===== src/rtl/dsp_modem_if.sv =====
// AXI-Stream links between the PS FIFOs and the modem datapath.
// The modem is the slave side; the PS/FIFO side (or a bench) is the master.
interface dsp_modem_if;
    logic [31:0] ps2pl_fifo_m_axis_tdata;
    logic [3:0]  ps2pl_fifo_m_axis_tkeep;
    logic        ps2pl_fifo_m_axis_tlast;
    logic        ps2pl_fifo_m_axis_tvalid;
    logic        ps2pl_fifo_m_axis_tready;
    logic [31:0] pl2ps_fifo_s_axis_tdata;
    logic [3:0]  pl2ps_fifo_s_axis_tkeep;
    logic        pl2ps_fifo_s_axis_tlast;
    logic        pl2ps_fifo_s_axis_tvalid;
    logic        pl2ps_fifo_s_axis_tready;

    modport slave (
        input  ps2pl_fifo_m_axis_tdata,
        input  ps2pl_fifo_m_axis_tkeep,
        input  ps2pl_fifo_m_axis_tlast,
        input  ps2pl_fifo_m_axis_tvalid,
        output ps2pl_fifo_m_axis_tready,
        output pl2ps_fifo_s_axis_tdata,
        output pl2ps_fifo_s_axis_tkeep,
        output pl2ps_fifo_s_axis_tlast,
        output pl2ps_fifo_s_axis_tvalid,
        input  pl2ps_fifo_s_axis_tready
    );

    modport master (
        output ps2pl_fifo_m_axis_tdata,
        output ps2pl_fifo_m_axis_tkeep,
        output ps2pl_fifo_m_axis_tlast,
        output ps2pl_fifo_m_axis_tvalid,
        input  ps2pl_fifo_m_axis_tready,
        input  pl2ps_fifo_s_axis_tdata,
        input  pl2ps_fifo_s_axis_tkeep,
        input  pl2ps_fifo_s_axis_tlast,
        input  pl2ps_fifo_s_axis_tvalid,
        output pl2ps_fifo_s_axis_tready
    );
endinterface


===== src/rtl/dsp_modem.sv =====
// BPSK modem on an fs/4 carrier: TX serialises 32-bit words onto the DAC,
// RX correlates ADC samples per symbol, slices bits and frames words on idle symbols.
module dsp_modem #(
    parameter int ADC_BITS  = 28,
    parameter int DAC_BITS  = 14,
    parameter int SPS       = 16,
    parameter int DAC_AMP   = 8191,
    parameter int LOOP_LAT  = 1,
    parameter int ENERGY_TH = SPS/2*DAC_AMP/4
) (
    input  logic                  adc_dco_clk,
    input  logic                  resetn,
    input  logic                  adc_overrange,
    input  logic [ADC_BITS/2-1:0] adc_data_in,
    output logic                  dac_dco_clk,
    output logic [DAC_BITS-1:0]   dac_data_out,
    dsp_modem_if.slave            axis
);
    localparam int XW    = ADC_BITS/2;
    localparam int CW    = $clog2(SPS);
    localparam int ACC_W = XW + CW + 2;

    localparam logic [CW-1:0] SYM_LAST = CW'(SPS-1);
    localparam logic [CW-1:0] RX_RST   = CW'((SPS - (LOOP_LAT % SPS)) % SPS);

    localparam logic signed [DAC_BITS-1:0] AMP_P = DAC_BITS'(DAC_AMP);
    localparam logic signed [DAC_BITS-1:0] AMP_N = DAC_BITS'(-DAC_AMP);
    localparam logic signed [XW-1:0]       X_MAX = XW'((1 << (XW-1)) - 1);
    localparam logic signed [ACC_W-1:0]    E_TH  = ACC_W'(ENERGY_TH);

    typedef enum logic {IDLE, SEND} tx_state_t;

    // ---------------- TX ----------------
    tx_state_t r_state, w_state_nxt;
    logic [CW-1:0]  r_sym_cnt;
    logic [31:0]    r_tx_sh, w_tx_sh_nxt;
    logic [4:0]     r_tx_bit, w_tx_bit_nxt;
    logic           r_tx_last, w_tx_last_nxt;
    logic           r_tx_gap, w_tx_gap_nxt;
    logic           w_sym_end, w_tx_ready, w_tx_hs;
    logic signed [DAC_BITS-1:0] r_dac, w_dac;
    logic           w_unused;

    assign w_sym_end = (r_sym_cnt == SYM_LAST);
    assign w_tx_hs   = w_tx_ready & axis.ps2pl_fifo_m_axis_tvalid;
    assign w_unused  = ^axis.ps2pl_fifo_m_axis_tkeep;

    // Words are only accepted on a symbol boundary; r_tx_gap forces one
    // silent symbol after a packet so the receiver sees the frame end.
    always_comb begin
        w_tx_ready = 1'b0;
        if (w_sym_end && !r_tx_gap) begin
            case (r_state)
                IDLE:    w_tx_ready = 1'b1;
                SEND:    w_tx_ready = (r_tx_bit == 5'd0) && !r_tx_last;
                default: w_tx_ready = 1'b0;
            endcase
        end
    end

    always_comb begin
        w_state_nxt   = r_state;
        w_tx_sh_nxt   = r_tx_sh;
        w_tx_bit_nxt  = r_tx_bit;
        w_tx_last_nxt = r_tx_last;
        w_tx_gap_nxt  = r_tx_gap;
        if (w_sym_end) begin
            w_tx_gap_nxt = 1'b0;
            if (w_tx_hs) begin
                w_state_nxt   = SEND;
                w_tx_sh_nxt   = axis.ps2pl_fifo_m_axis_tdata;
                w_tx_bit_nxt  = 5'd31;
                w_tx_last_nxt = axis.ps2pl_fifo_m_axis_tlast;
            end else if (r_state == SEND) begin
                if (r_tx_bit == 5'd0) begin
                    w_state_nxt   = IDLE;
                    w_tx_gap_nxt  = r_tx_last;
                    w_tx_last_nxt = 1'b0;
                end else begin
                    w_tx_sh_nxt  = {r_tx_sh[30:0], 1'b0};
                    w_tx_bit_nxt = r_tx_bit - 5'd1;
                end
            end
        end
    end

    // Carrier phase p0:+1 p1:0 p2:-1 p3:0, sign flipped for a 0 bit
    always_comb begin
        w_dac = '0;
        if (r_state == SEND) begin
            case (r_sym_cnt[1:0])
                2'd0:    w_dac = r_tx_sh[31] ? AMP_P : AMP_N;
                2'd2:    w_dac = r_tx_sh[31] ? AMP_N : AMP_P;
                default: w_dac = '0;
            endcase
        end
    end

    always_ff @(posedge adc_dco_clk or negedge resetn) begin
        if (!resetn) begin
            r_state   <= IDLE;
            r_sym_cnt <= '0;
            r_tx_sh   <= '0;
            r_tx_bit  <= '0;
            r_tx_last <= 1'b0;
            r_tx_gap  <= 1'b0;
            r_dac     <= '0;
        end else begin
            r_state   <= w_state_nxt;
            r_sym_cnt <= w_sym_end ? '0 : r_sym_cnt + CW'(1);
            r_tx_sh   <= w_tx_sh_nxt;
            r_tx_bit  <= w_tx_bit_nxt;
            r_tx_last <= w_tx_last_nxt;
            r_tx_gap  <= w_tx_gap_nxt;
            r_dac     <= w_dac;
        end
    end

    // ---------------- RX ----------------
    logic [CW-1:0]           r_rx_cnt;
    logic signed [XW-1:0]    w_x;
    logic signed [ACC_W-1:0] r_acc, r_eng, w_acc_nxt, w_eng_nxt, w_xe, w_absx;
    logic [30:0]             r_rx_sh;
    logic [31:0]             r_held, w_rx_word;
    logic [4:0]              r_rx_bit;
    logic                    r_held_vld;
    logic                    w_rx_dec, w_rx_idle, w_rx_bit;
    logic                    w_emit, w_emit_last;
    logic [31:0]             r_out_data;
    logic                    r_out_last, r_out_vld;

    always_comb begin
        w_x = $signed(adc_data_in);
        if (adc_overrange)
            w_x = adc_data_in[XW-1] ? -X_MAX : X_MAX;
        w_xe      = ACC_W'(w_x);
        w_absx    = w_x[XW-1] ? -w_xe : w_xe;
        w_acc_nxt = r_acc;
        w_eng_nxt = r_eng;
        case (r_rx_cnt[1:0])
            2'd0: begin
                w_acc_nxt = r_acc + w_xe;
                w_eng_nxt = r_eng + w_absx;
            end
            2'd2: begin
                w_acc_nxt = r_acc - w_xe;
                w_eng_nxt = r_eng + w_absx;
            end
            default: ;
        endcase
    end

    // The decision uses the sums including the last sample of the window
    assign w_rx_dec  = (r_rx_cnt == SYM_LAST);
    assign w_rx_idle = (w_eng_nxt < E_TH);
    assign w_rx_bit  = ~w_acc_nxt[ACC_W-1];
    assign w_rx_word = {r_rx_sh, w_rx_bit};

    always_comb begin
        w_emit      = 1'b0;
        w_emit_last = 1'b0;
        if (w_rx_dec && r_held_vld) begin
            if (w_rx_idle) begin
                w_emit      = 1'b1;
                w_emit_last = 1'b1;
            end else if (r_rx_bit == 5'd31) begin
                w_emit = 1'b1;
            end
        end
    end

    always_ff @(posedge adc_dco_clk or negedge resetn) begin
        if (!resetn) begin
            r_rx_cnt   <= RX_RST;
            r_acc      <= '0;
            r_eng      <= '0;
            r_rx_sh    <= '0;
            r_rx_bit   <= '0;
            r_held     <= '0;
            r_held_vld <= 1'b0;
        end else begin
            r_rx_cnt <= w_rx_dec ? '0 : r_rx_cnt + CW'(1);
            if (w_rx_dec) begin
                r_acc <= '0;
                r_eng <= '0;
                if (w_rx_idle) begin
                    r_rx_bit   <= '0;
                    r_held_vld <= 1'b0;
                end else begin
                    r_rx_sh <= w_rx_word[30:0];
                    if (r_rx_bit == 5'd31) begin
                        r_rx_bit   <= '0;
                        r_held     <= w_rx_word;
                        r_held_vld <= 1'b1;
                    end else begin
                        r_rx_bit <= r_rx_bit + 5'd1;
                    end
                end
            end else begin
                r_acc <= w_acc_nxt;
                r_eng <= w_eng_nxt;
            end
        end
    end

    // Single output slot: a word emitted while the slot is still occupied is dropped
    always_ff @(posedge adc_dco_clk or negedge resetn) begin
        if (!resetn) begin
            r_out_data <= '0;
            r_out_last <= 1'b0;
            r_out_vld  <= 1'b0;
        end else begin
            if (axis.pl2ps_fifo_s_axis_tready)
                r_out_vld <= 1'b0;
            if (w_emit && (!r_out_vld || axis.pl2ps_fifo_s_axis_tready)) begin
                r_out_data <= r_held;
                r_out_last <= w_emit_last;
                r_out_vld  <= 1'b1;
            end
        end
    end

    assign dac_dco_clk                   = adc_dco_clk;
    assign dac_data_out                  = r_dac;
    assign axis.ps2pl_fifo_m_axis_tready = w_tx_ready;
    assign axis.pl2ps_fifo_s_axis_tdata  = r_out_data;
    assign axis.pl2ps_fifo_s_axis_tkeep  = 4'hF;
    assign axis.pl2ps_fifo_s_axis_tlast  = r_out_last;
    assign axis.pl2ps_fifo_s_axis_tvalid = r_out_vld;
endmodule


===== src/flat_wrapper.sv =====
// flat-port wrapper written by rule: the top's interface ports become plain ports
module dsp_modem_flat 
#(
    parameter int ADC_BITS  = 28,
    parameter int DAC_BITS  = 14,
    parameter int SPS       = 16,
    parameter int DAC_AMP   = 8191,
    parameter int LOOP_LAT  = 1,
    parameter int ENERGY_TH = SPS/2*DAC_AMP/4
)
  (adc_dco_clk, resetn, adc_overrange, adc_data_in, dac_dco_clk, dac_data_out, axis_ps2pl_fifo_m_axis_tdata, axis_ps2pl_fifo_m_axis_tkeep, axis_ps2pl_fifo_m_axis_tlast, axis_ps2pl_fifo_m_axis_tvalid, axis_ps2pl_fifo_m_axis_tready, axis_pl2ps_fifo_s_axis_tdata, axis_pl2ps_fifo_s_axis_tkeep, axis_pl2ps_fifo_s_axis_tlast, axis_pl2ps_fifo_s_axis_tvalid, axis_pl2ps_fifo_s_axis_tready);
  dsp_modem_if axis_i ();
  input  logic adc_dco_clk;
  input  logic resetn;
  input  logic adc_overrange;
  input  logic [ADC_BITS/2-1:0] adc_data_in;
  output logic dac_dco_clk;
  output logic [DAC_BITS-1:0] dac_data_out;
  input wire logic [$bits(axis_i.ps2pl_fifo_m_axis_tdata)-1:0] axis_ps2pl_fifo_m_axis_tdata;
  input wire logic [$bits(axis_i.ps2pl_fifo_m_axis_tkeep)-1:0] axis_ps2pl_fifo_m_axis_tkeep;
  input wire logic [$bits(axis_i.ps2pl_fifo_m_axis_tlast)-1:0] axis_ps2pl_fifo_m_axis_tlast;
  input wire logic [$bits(axis_i.ps2pl_fifo_m_axis_tvalid)-1:0] axis_ps2pl_fifo_m_axis_tvalid;
  output wire logic [$bits(axis_i.ps2pl_fifo_m_axis_tready)-1:0] axis_ps2pl_fifo_m_axis_tready;
  output wire logic [$bits(axis_i.pl2ps_fifo_s_axis_tdata)-1:0] axis_pl2ps_fifo_s_axis_tdata;
  output wire logic [$bits(axis_i.pl2ps_fifo_s_axis_tkeep)-1:0] axis_pl2ps_fifo_s_axis_tkeep;
  output wire logic [$bits(axis_i.pl2ps_fifo_s_axis_tlast)-1:0] axis_pl2ps_fifo_s_axis_tlast;
  output wire logic [$bits(axis_i.pl2ps_fifo_s_axis_tvalid)-1:0] axis_pl2ps_fifo_s_axis_tvalid;
  input wire logic [$bits(axis_i.pl2ps_fifo_s_axis_tready)-1:0] axis_pl2ps_fifo_s_axis_tready;
  assign axis_i.ps2pl_fifo_m_axis_tdata = axis_ps2pl_fifo_m_axis_tdata;
  assign axis_i.ps2pl_fifo_m_axis_tkeep = axis_ps2pl_fifo_m_axis_tkeep;
  assign axis_i.ps2pl_fifo_m_axis_tlast = axis_ps2pl_fifo_m_axis_tlast;
  assign axis_i.ps2pl_fifo_m_axis_tvalid = axis_ps2pl_fifo_m_axis_tvalid;
  assign axis_ps2pl_fifo_m_axis_tready = axis_i.ps2pl_fifo_m_axis_tready;
  assign axis_pl2ps_fifo_s_axis_tdata = axis_i.pl2ps_fifo_s_axis_tdata;
  assign axis_pl2ps_fifo_s_axis_tkeep = axis_i.pl2ps_fifo_s_axis_tkeep;
  assign axis_pl2ps_fifo_s_axis_tlast = axis_i.pl2ps_fifo_s_axis_tlast;
  assign axis_pl2ps_fifo_s_axis_tvalid = axis_i.pl2ps_fifo_s_axis_tvalid;
  assign axis_i.pl2ps_fifo_s_axis_tready = axis_pl2ps_fifo_s_axis_tready;
  dsp_modem #(.ADC_BITS(ADC_BITS), .DAC_BITS(DAC_BITS), .SPS(SPS), .DAC_AMP(DAC_AMP), .LOOP_LAT(LOOP_LAT), .ENERGY_TH(ENERGY_TH)) u_core (.adc_dco_clk(adc_dco_clk), .resetn(resetn), .adc_overrange(adc_overrange), .adc_data_in(adc_data_in), .dac_dco_clk(dac_dco_clk), .dac_data_out(dac_data_out), .axis(axis_i));
endmodule

===== config.mk =====
export PLATFORM = sky130hd
export DESIGN_NAME = dsp_modem_flat
export DESIGN_NICKNAME = d
export VERILOG_FILES = /design/src/rtl/dsp_modem_if.sv /design/src/rtl/dsp_modem.sv /design/src/flat_wrapper.sv
export SDC_FILE = /design/constraint.sdc
export NUM_CORES = 1
export LEC_CHECK = 0
export CORE_MARGIN = 2
export CORE_UTILIZATION = 55
export CTS_CLUSTER_DIAMETER = 80
export DETAILED_ROUTE_END_ITERATION = 10
export PLACE_DENSITY_LB_ADDON = 0.08
export SYNTH_ARGS = -nofsm -noshare
export SYNTH_HDL_FRONTEND = slang
export SYNTH_SLANG_ARGS = --single-unit

===== constraint.sdc =====
create_clock -name adc_dco_clk -period 5 [get_ports adc_dco_clk]
set_clock_uncertainty 0.1 [all_clocks]
set_input_delay 0.5 -clock adc_dco_clk [delete_from_list [all_inputs] [get_ports adc_dco_clk]]
set_output_delay 0.5 -clock adc_dco_clk [all_outputs]
set_load 0.02 [all_outputs]

### Word-level counts from Yosys, hierarchy flattened

Cells that the tools add are included.

* register bits after elaboration: 205
* input bits: 56
* output and inout bits: 54
* word-level logic and storage cells: 100

* add/sub/neg operators: 8
* order comparisons: 1
* equality and inequality tests: 6
* multiplexer cells: 41
* bitwise logic cells: 4
* reductions and logical operators: 22

Operator list (number)
* $mux 32: 3
* $mux 20: 4
* $mux 14: 5
* $pmux 20 s2: 1
* $pmux 14 s2: 1
* $mux 5: 5
* $add 20x14->20: 1
* $add 20x20->20: 1
* $lt 20x15->1 const B: 1
* $neg 14->20: 1
* $sub 20x14->20: 1
* $mux 1: 19
* $reduce_and 3->1: 3
* $add 4x1->4 const B: 2
* $eq 4x4->1 const B: 2
* $mux 4: 2
* $reduce_bool 2->1: 4
* $add 5x1->5 const B: 1
* $eq 5x5->1 const B: 1
* $logic_not 5->1: 1
* $sub 5x1->5 const B: 1
* $eq 2x2->1 const B: 2
* $logic_and 1x1->1: 4
* $logic_not 2->1: 2
* other kinds (9): 14

### Longest topological paths before layout

Gate-level depths: netlist of the first run.

* depth in word-level cells: 11
* depth in mapped cells: 25
* depth with buffers taken out: 23

==> results of run 1 <==
## registers in the layout, indices dropped and copies added, names as in the netlist, 5 cells and up
register	flops
u_core.axis.pl2ps_fifo_s_axis_tdata	32
u_core.r_held	32
u_core.r_tx_sh	32
u_core.r_rx_sh	31
u_core.r_acc	20
u_core.r_eng	20
u_core.r_rx_bit	5
u_core.r_tx_bit	5
## worst max-delay path, cell delays in order
cell	delay [ns]
buf_6	0.09
or3_4	0.37
or2_4	0.24
or3_4	0.33
or2_4	0.24
nand2b_4	0.16
nor2_4	0.09
nand2_2	0.06
or3_4	0.36
and3_4	0.20
o21ai_4	0.14
ha_4	0.24
a21oi_4	0.14
o21a_1	0.18
o2bb2ai_1	0.09
a211o_2	0.35
and3_1	0.21
o21ai_2	0.15
o32ai_2	0.10
o211a_1	0.17
a211o_4	0.38
nand2_8	0.12
buf_12	0.13
buf_12	0.11
mux2_4	0.29
## kinds of logic after synthesis
family	count (synthesis)	synth area share
compound gates	255	0.142
simple gates	282	0.123
mux	132	0.143
fa+ha+maj	57	0.0671
xor+xnor	35	0.0283
flops	194	0.448
buf+inv	98	0.0483
other cells	1	0.000346
## cell type report
cell class              count  area (um^2)
multi-input cells         765         5840
fillers                  1424         5180
flip-flops and latches    194         4860
repair buffers            251         2340
clock buffers              21          510
well taps                 265          332
clock inverters            15          198
inverters                  34          128
## metal layers
metal / routed length [um] / GRT usage
met3: 1130 / 0.0407
met2: 11700 / 0.403
met5: 0 / 0
met1: 11700 / 0.343
met4: 315 / 0.0654
## worst min path at each step
stage,startpoint,end,slack [ns],cells after the start
2_1_floorplan,resetn,u_core.axis.pl2ps_fifo_s_axis_tdata[0],0.10,0
3_3_place_gp,u_core.r_tx_gap,u_core.r_tx_gap,0.37,2
3_5_place_dp,u_core.r_rx_bit[4],u_core.r_rx_bit[4],0.38,2
4_1_cts,adc_data_in[0],u_core.r_acc[0],0.38,5
5_1_grt,u_core.r_held[19],u_core.axis.pl2ps_fifo_s_axis_tdata[19],0.42,1
6_report,u_core.r_sym_cnt[0],u_core.r_sym_cnt[0],0.39,1
## metrics by stage
step / worst slack (ns) / setup TNS, ns / utilization / total power [uW]
CTS: -0.260 / -17.49 / 0.724 / 3810
global route: -0.282 / -17.05 / 0.733 / 3980
floorplan: -0.391 / -30.96 / - / 2020
global placement: -0.859 / -78.80 / 0.666 / 2250
finish: -0.120 / -3.65 / 0.733 / 3800
detailed placement: -0.924 / -83.16 / 0.666 / 2260
## power groups by stage
stage          clock [uW]  combinational [uW]  sequential, uW
2_1_floorplan        23.4                 312            1690
3_3_place_gp         26.9                 526            1700
3_5_place_dp         26.9                 535            1700
4_1_cts              1580                 555            1670
5_1_grt              1650                 653            1680
6_report             1550                 580            1670
## cell usage in the layout, fill, tap and decap left out, types with 11 or more instances in the layout
cell type / count
a21oi_1: 93
xnor2_1: 13
clkdlybuf4s50_1: 97
nor2_1: 94
o21ai_0: 55
buf_4: 129
ha_1: 47
xor2_1: 20
mux2i_1: 37
dfrtp_1: 190
nand2_1: 72
mux2_4: 39
clkbuf_16: 21
o21a_1: 13
buf_6: 11
a31oi_1: 11
inv_1: 34
nand3_1: 13
mux2_2: 55
nor3_1: 25
a21o_1: 12
## repair_timing
| action | 4_1_cts | 5_1_grt |
|---|---|---|
| endpoints found under the setup margin | 100 | 104 |
| gates resized for setup | 48 | 33 |
| gates cloned | 7 | 0 |
| pin swaps | 17 | 27 |
| hold endpoints to repair | 22 | 0 |
| buffers inserted | 14 | 9 |
| hold buffers | 1 | 0 |
==> qor.csv, run 1 <==
stage,metric,value,unit
power_and_ir_drop,Clk pwr share,0.407,
placed_design,HPWL after DPL,16200,um
timing,Final min period,5.12,ns
power_and_ir_drop,switching power,1080,uW
worst_setup_path,Setup crit end,u_core.axis.pl2ps_fifo_s_axis_tdata[7],
run,max cap viols,0,
synth,"top cells by area, synth","dfrtp_1 44%, ha_1 6.3%, mux2_2 5.9%, a21oi_1 4.7%, mux2_4 4.2%",
global_route,initial antenna violation count,0,
floorplan,area of the die,20900,um^2
synth,predominant post-synthesis flop cell,dfrtp_1,
placed_design,placed cell count,1483,
timing,RSZ-0062 raised after global routing,yes,
clock_network,clock-pin slew on the worst setup and hold paths,0.08,ns
worst_setup_path,reg2reg setup slack,0.65,ns
global_route,gr usage total,0.247,
run_status,failing checks,negative setup slack,
clock_network,Skew-Pair Late Insertion Delay,0.56,ns
synth,Post-synth EDFFs,0,
floorplan,Core Region,19400,um^2
run_status,status,finished with violations,
timing,Max Clk Rate,195,MHz
synth,most common cell in the netlist,dfrtp_1,
worst_setup_path,Crit Path Max Fanout,7,
global_route,number of global-route vias before repair,8307,
power_and_ir_drop,Sw Share,0.284,
layout,layout cells sized above 1,0.276,
power_and_ir_drop,power share of the combinational group,0.153,
power_and_ir_drop,VDD IR max,0.000326,V
worst_setup_path,CP startpoint kind,input pin,
power_and_ir_drop,pwr/cell area,267,nW/um^2
worst_setup_path,Setup crit start,adc_data_in[1],
floorplan,Die Span Y,144,um
layout,ANT cells,0,
synth,post-synthesis async set-or-reset flop share,1.00,
timing,Slew HR,0.413,
clock_network,CTS tree,done,
worst_setup_path,worst r2r src,u_core.r_rx_cnt[0],
synth,Synth area leader,dfrtp_1,
drt,vias per cell,5.47,
timing,slew of the pin with the lowest slew margin,0.881,ns
drt,Post-DRT Antenna Nets,0,
synth,synthesis-stage register bit count,194,
global_route,largest net degree at the start of global routing,111,
layout,Nets,1380,
synth,Synth Instances,1054,
placed_design,RePlAce Congestion,0.887,
drt,Starting DRT DRC Count,361,
timing,worst hold margin,0.394,ns
synth,Netlist cell types,74,
timing,Final period util,1.02,
drt,final wirelength,24800,um
floorplan,chip width,144,um
synth,register area share after synthesis,0.448,
drt,DR pass1 iterations,7,
power_and_ir_drop,Internal,2720,uW
floorplan,Row Count,51,
worst_setup_path,WP data required,5.34,ns
worst_setup_path,crit path capture type,register,
synth,Synth top cells by count,"190 x dfrtp_1, 102 x a21oi_1, 99 x nor2_1",
drt,drt wl/cell,16.0,um
timing,setup ws final,-0.120,ns
synth,Avg Synthesized Cell Area,10.3,um^2
layout,Non-Filler Instances,1545,
floorplan,# IOs,110,
drt,DRC,0,
floorplan,Initial Util,0.559,
worst_setup_path,Reg2Reg Capture Point,u_core.r_rx_sh[0],
power_and_ir_drop,sequential power share,0.440,
power_and_ir_drop,reported leakage power,0.00703,uW
placed_design,Placed Instance Area,12900,um^2
worst_setup_path,worst reg-to-reg path cell count,17,
timing,Final Setup Violations,78,
drt,Vias,8450,
worst_setup_path,critical path data arrival time,5.46,ns
synth,"Cell Area, Synth",10800,um^2
worst_setup_path,Setup CP Type,input pin to register,
global_route,global-route wire length before repair,40800,um
hold_path,Hold/Removal Path Class,register to register,
global_route,total gr overflow,0,
timing,Final Hold Vio Count,0,
layout,Synth-to-Final Area Change,31.1,%
synth,top cell type's share of synthesized area,0.438,
synth,Synth warnings,0,
placed_design,PortBufs,101,
timing,"Slew Viols, Final",0,
layout,post-layout instance area,14200,um^2
Power figures use the tool's default switching activity.
==> run 2: changes to the inputs <==
Settings changed: CORE_UTILIZATION 55 to 40, HOLD_SLACK_MARGIN from default to 0.06.
==> run 2 against run 1 <==
Against the previous run:
- the run still ends with negative setup slack left
- first-iteration DRC count up 6.9%
- critical path type unchanged
- sequential share of layout area decreased by 0.27 points
- final area is 0.80% higher
- utilization down 20 points
- largest cell class unchanged
- via count fell by 3.0%
- die area is 36% higher
- clock-buffer cell count unchanged
- flip-flop and latch count stayed put
- critical path depth unchanged
- clock power rose by 5%
==> qor.csv, run 2 (synthesis results as in run 1) <==
stage,metric,value,unit,change
drt,Starting DRT DRC Count,386,,+6.9%
power_and_ir_drop,reported leakage power,0.00707,uW,+0.53%
global_route,initial antenna violation count,0,,unchanged
placed_design,HPWL after DPL,16400,um,+1.6%
worst_setup_path,crit path capture type,register,,
floorplan,Row Count,60,,+18%
clock_network,Skew-Pair Late Insertion Delay,0.56,ns,about the same
worst_setup_path,Setup crit start,adc_data_in[1],,
timing,Final period util,1.02,,-0.00867
drt,final wirelength,24600,um,-0.91%
layout,Synth-to-Final Area Change,32.1,%,
worst_setup_path,worst r2r src,u_core.r_rx_cnt[0],,
layout,"commonest cells after routing, fill and taps aside","190 x dfrtp_1, 155 x buf_4, 97 x clkdlybuf4s50_1",,
drt,DRC,0,,unchanged
timing,worst hold margin,0.371,ns,-0.0231 ns
timing,setup ws final,-0.0766,ns,+0.0433 ns
run_status,failing checks,negative setup slack,,
floorplan,chip width,169,um,+17%
timing,RSZ-0062 raised after global routing,yes,,
drt,DR pass1 iterations,4,,-3
worst_setup_path,reg2reg setup slack,0.54,ns,-0.11 ns
worst_setup_path,CP startpoint kind,input pin,,
power_and_ir_drop,Design Power,3870,uW,+1.9%
global_route,total gr overflow,0,,unchanged
floorplan,Initial Util,0.405,,-0.154
clock_network,CTS tree,done,,
worst_setup_path,Setup CP Type,input pin to register,,
timing,Final Setup Violations,35,,-55%
timing,slew of the pin with the lowest slew margin,0.722,ns,-0.159 ns
floorplan,Core Region,26800,um^2,+38%
layout,"most common cell after layout, fill and taps aside",dfrtp_1,,
worst_setup_path,Crit Path Max Fanout,7,,unchanged
worst_setup_path,Reg2Reg Capture Point,u_core.r_held[0],,
timing,Total Neg Setup Slack,-1.10,ns,+2.55 ns
floorplan,# IOs,110,,unchanged
layout,ANT cells,0,,unchanged
drt,vias per cell,5.01,,-8.4%
timing,"Slew Viols, Final",0,,unchanged
drt,Vias,8200,,-3.0%
global_route,largest net degree at the start of global routing,116,,+4.5%
placed_design,RePlAce Congestion,0.817,,-7.9%
floorplan,Die Span Y,169,um,+17%
clock_network,clock-pin slew on the worst setup and hold paths,0.09,ns,about the same
power_and_ir_drop,VDD IR max,0.000204,V,-37%
worst_setup_path,worst reg-to-reg path cell count,18,,+1
global_route,global-route wire length before repair,41100,um,+0.88%
placed_design,PortBufs,101,,unchanged
worst_setup_path,critical path data arrival time,5.42,ns,-0.04 ns
layout,Nets,1396,,+1.2%
timing,Slew HR,0.519,,+0.106
timing,Final min period,5.08,ns,-0.0433 ns
global_route,gr usage total,0.179,,-0.0672
floorplan,area of the die,28400,um^2,+36%
layout,"Core Util, Final",0.535,,-0.198
hold_path,Hold/Removal Path Class,input pin to register,,
timing,Final Hold Vio Count,0,,unchanged
drt,Post-DRT Antenna Nets,0,,unchanged
run,max cap viols,0,,unchanged
run_status,status,finished with violations,,
global_route,number of global-route vias before repair,8304,,-0.036%
layout,layout cells sized above 1,0.289,,+0.0128
timing,Max Clk Rate,197,MHz,+0.85%
drt,drt wl/cell,15.0,um,-6.5%
worst_setup_path,WP data required,5.34,ns,about the same
power_and_ir_drop,pwr/cell area,270,nW/um^2,+1.1%
worst_setup_path,Setup crit end,u_core.axis.pl2ps_fifo_s_axis_tdata[30],,
## run 2: final cells by class
cell class              count  area [um^2]
flip-flops and latches    194         4860
clock inverters            15          221
repair buffers            267         2360
well taps                 341          427
fillers                  2357        12500
clock buffers              21          510
inverters                  34          128
multi-input cells         765         5820
## run 2: critical path: stages
cell	delay [ns]
buf_6	0.09
or3_4	0.38
or2_4	0.24
or3_4	0.33
or2_4	0.24
nand2b_4	0.15
nor2_4	0.11
nand2_2	0.06
or3_4	0.37
and3_4	0.19
o21ai_1	0.13
ha_1	0.29
a21oi_1	0.15
o21a_1	0.19
o2bb2ai_1	0.10
a211o_2	0.32
and3_4	0.20
o21ai_4	0.13
o32ai_2	0.09
o211a_1	0.16
a211o_4	0.38
nand2_8	0.12
buf_6	0.12
buf_6	0.09
mux2_4	0.29
## run 2: metrics by stage
stage	cells	setup WS [ns]	cell area (um^2)
after floorplan	1057	-0.391	11000
after global placement	1573	-0.917	13100
after detailed placement	1573	-0.976	13100
after CTS	1633	-0.189	14100
after global routing	1637	-0.247	14300
final	1637	-0.0766	14300
## run 2: worst min-delay path by stage
stage | startpoint | end | cells past startpoint | slack, ns
2_1_floorplan | resetn | u_core.axis.pl2ps_fifo_s_axis_tdata[0] | 0 | 0.10
4_1_cts | adc_data_in[0] | u_core.r_acc[0] | 5 | 0.36
3_5_place_dp | u_core.r_tx_gap | u_core.r_tx_gap | 2 | 0.38
6_report | adc_data_in[0] | u_core.r_acc[0] | 5 | 0.37
5_1_grt | adc_data_in[0] | u_core.r_acc[0] | 5 | 0.39
3_3_place_gp | u_core.r_sym_cnt[0] | u_core.r_sym_cnt[0] | 1 | 0.37
## run 2: routing by layer
layer  global-route usage  wire [um]  vias to the layer above
li1                     -          -                     4184
met1                0.247      12100                     3892
met2                0.289      11400                      106
met3               0.0330        708                       18
met4               0.0536        324                        0
met5                    0          0                        -
## run 2: where the power goes
group | total (uW) | internal (uW) | leakage, uW | switching [uW]
logic | 575 | 294 | 0.00416 | 280
registers | 1670 | 1620 | 0.00256 | 42.4
clock network | 1630 | 826 | 0.000352 | 806
total | 3870 | 2740 | 0.00707 | 1130
## run 2: repair_timing
| item | in CTS | in global routing |
|---|---|---|
| pin swaps | 19 | 22 |
| endpoints found under the setup margin | 103 | 105 |
| gates cloned | 1 | 0 |
| resized for setup | 29 | 39 |
| setup buffers | 23 | 7 |
| hold buffers | 1 | 0 |
| endpoints found under the hold margin | 75 | 0 |
==> run 3: changes to the inputs <==
Settings changed: TNS_END_PERCENT from default to 20.
==> run 3 against run 2 <==
Against the previous run:
- the run still ends with negative setup slack left
- final area down 0.48%
- die area unchanged
- non-clock buffer count down 11
- clock power about the same
- largest cell class unchanged
- highest routed layer unchanged
==> qor.csv, run 3 (synthesis results as in run 1) <==
stage,metric,value,unit,change
run_status,status,finished with violations,,
run_status,failing checks,negative setup slack,,
floorplan,Die Span Y,169,um,unchanged
hold_path,Hold Path Cell Cnt,5,,unchanged
layout,post-layout instance area,14300,um^2,-0.48%
worst_setup_path,Setup CP Type,input pin to register,,
timing,Slew HR,0.420,,-0.0988
drt,vias per cell,5.05,,+0.89%
clock_network,clock-pin slew on the worst setup and hold paths,0.09,ns,about the same
worst_setup_path,WP data required,5.35,ns,about the same
drt,DR pass1 iterations,7,,+3
layout,"Core Util, Final",0.532,,-0.00257
timing,Final period util,1.04,,+0.0213
power_and_ir_drop,reported leakage power,0.00700,uW,-0.92%
power_and_ir_drop,Sw Share,0.292,,about the same
drt,Post-DRT Antenna Nets,0,,unchanged
layout,layout cells sized above 1,0.281,,-0.00765
drt,final wirelength,24400,um,-0.79%
worst_setup_path,CP dominant cell by count,or3_4,,
global_route,total gr overflow,0,,unchanged
worst_setup_path,Crit Path Max Fanout,7,,unchanged
power_and_ir_drop,power share of the combinational group,0.147,,about the same
layout,"most common cell after layout, fill and taps aside",dfrtp_1,,
layout,sequential cell area,4860,um^2,unchanged
floorplan,# IOs,110,,unchanged
power_and_ir_drop,Internal,2740,uW,-0.11%
drt,Starting DRT DRC Count,483,,+25%
drt,drt wl/cell,15.0,um,-0.11%
placed_design,placed cell count,1559,,-0.89%
hold_path,Hold/Removal Path Class,input pin to register,,
global_route,initial antenna violation count,0,,unchanged
global_route,gr usage total,0.178,,-0.00109
global_route,number of global-route vias before repair,8250,,-0.65%
timing,Final Hold Vio Count,0,,unchanged
worst_setup_path,Worst path max stage delay,0.55,ns,+0.17 ns
timing,Final Setup Violations,96,,+170%
worst_setup_path,crit path capture type,register,,
clock_network,Skew-Pair Late Insertion Delay,0.56,ns,about the same
power_and_ir_drop,pwr/cell area,271,nW/um^2,+0.38%
placed_design,PortBufs,101,,unchanged
power_and_ir_drop,sequential power share,0.431,,about the same
worst_setup_path,critical path data arrival time,5.53,ns,+0.11 ns
power_and_ir_drop,switching power,1130,uW,-0.10%
layout,Fill cells,2380,,+0.98%
hold_path,"Endpoint, Worst Hold",u_core.r_acc[0],,
drt,Vias,8217,,+0.21%
layout,Non-Filler Instances,1626,,-0.67%
floorplan,area of the die,28400,um^2,unchanged
floorplan,Core Region,26800,um^2,unchanged
global_route,largest net degree at the start of global routing,103,,-11%
layout,area of the multi-input gates,5810,um^2,-0.24%
placed_design,HPWL after DPL,16100,um,-1.8%
placed_design,Placed Instance Area,13000,um^2,-0.90%
layout,"commonest cells after routing, fill and taps aside","190 x dfrtp_1, 140 x buf_4, 97 x clkdlybuf4s50_1",,
worst_setup_path,worst r2r src,u_core.r_rx_cnt[0],,
floorplan,Initial Util,0.405,,unchanged
run,max cap viols,0,,unchanged
power_and_ir_drop,VDD IR max,0.000166,V,-19%
worst_setup_path,family with the most delay on the worst path,simple AND/OR/NAND/NOR gates,,
timing,setup ws final,-0.183,ns,-0.107 ns
global_route,global-route wire length before repair,40800,um,-0.89%
timing,RSZ-0062 raised after global routing,yes,,
timing,worst hold margin,0.367,ns,-0.00323 ns
worst_setup_path,CP Cell Sequence,"buf_6, or3_4, or2_4, or3_4, or2_4, nand2b_4, nor2_4, nand2_2, or3_4, o21ai_2, a21oi_2, ha_1, and4_1, a211oi_2, xnor2_1, nand2_1, a22o_2, or4_4, a211o_4, nand2_8, clkbuf_16, mux2_4",,
placed_design,RePlAce Congestion,0.850,,+4.0%
worst_setup_path,Worst Path Buf+Inv,2,,-1
worst_setup_path,CP startpoint kind,input pin,,
worst_setup_path,Reg2Reg Capture Point,u_core.r_rx_sh[0],,
worst_setup_path,slowest CP cell,or4_4,,
floorplan,Row Count,60,,unchanged
timing,Max Clk Rate,193,MHz,-2.1%
timing,"Slew Viols, Final",0,,unchanged
worst_setup_path,reg2reg setup slack,0.76,ns,+0.22 ns
timing,Total Neg Setup Slack,-11.57,ns,-10.47 ns
timing,Final min period,5.18,ns,+0.107 ns
layout,ANT cells,0,,unchanged
worst_setup_path,worst reg-to-reg path cell count,17,,-1
clock_network,CTS tree,done,,
drt,DRC,0,,unchanged
power_and_ir_drop,Clk pwr share,0.422,,about the same
timing,slew of the pin with the lowest slew margin,0.870,ns,+0.148 ns
floorplan,chip width,169,um,unchanged
hold_path,worst hold start,adc_data_in[0],,
layout,Nets,1385,,-0.79%
layout,Synth-to-Final Area Change,31.5,%,
run 3: how the worst max path moves through the flow:
stage | from | cells past startpoint | end | slack, ns
2_1_floorplan | adc_data_in[2] | 25 | u_core.axis.pl2ps_fifo_s_axis_tdata[0] | -0.41
3_3_place_gp | adc_data_in[2] | 24 | u_core.axis.pl2ps_fifo_s_axis_tdata[7] | -0.92
3_5_place_dp | adc_data_in[2] | 24 | u_core.axis.pl2ps_fifo_s_axis_tdata[2] | -0.99
4_1_cts | adc_data_in[0] | 23 | u_core.axis.pl2ps_fifo_s_axis_tdata[18] | -0.12
5_1_grt | adc_data_in[0] | 22 | u_core.axis.pl2ps_fifo_s_axis_tdata[18] | -0.32
6_report | adc_data_in[0] | 22 | u_core.axis.pl2ps_fifo_s_axis_tdata[29] | -0.18
run 3: stage by stage:
| step | total power (uW) | setup slack [ns] |
|---|---|---|
| floorplan | 2020 | -0.409 |
| global placement | 2260 | -0.915 |
| detailed placement | 2270 | -0.991 |
| CTS | 3920 | -0.116 |
| global route | 4070 | -0.317 |
| finish | 3870 | -0.183 |
run 3: routing by layer:
layer  global-route usage  part of all wire
met2                0.286              0.45
met5                    0                 0
met1                0.248              0.51
met3               0.0325             0.025
met4               0.0513             0.012
run 3: layout make-up:
cell class	count	share of cell area
Clock inverter	15	0.0154
Multi-Input combinational cell	765	0.407
Tap cell	341	0.0299
Inverter	34	0.00895
Sequential cell	194	0.341
Clock buffer	21	0.0358
Timing Repair Buffer	256	0.162
run 3: power by group through the flow:
stage	combinational [uW]	sequential (uW)	clock [uW]
2_1_floorplan	312	1690	23.4
3_3_place_gp	538	1700	26.9
3_5_place_dp	542	1700	26.9
4_1_cts	564	1670	1690
5_1_grt	643	1680	1750
6_report	567	1670	1630
run 3: timing repair:
item,CTS,global route
pin swaps,19,18
hold buffers,1,0
gates resized for setup,60,9
cloned,2,1
setup buffers,26,8
hold endpoints to repair,97,0
endpoints found under the setup margin,102,103
run 3: tightest hold or removal path: cells and delay by family:
family | cells | cell delay (ns)
AND/OR/NAND/NOR | 1 | 0.13
buffers and inverters | 2 | 0.19
AO/OA/AOI/OAI | 1 | 0.06
adder cells (fa/ha/maj) | 1 | 0.12
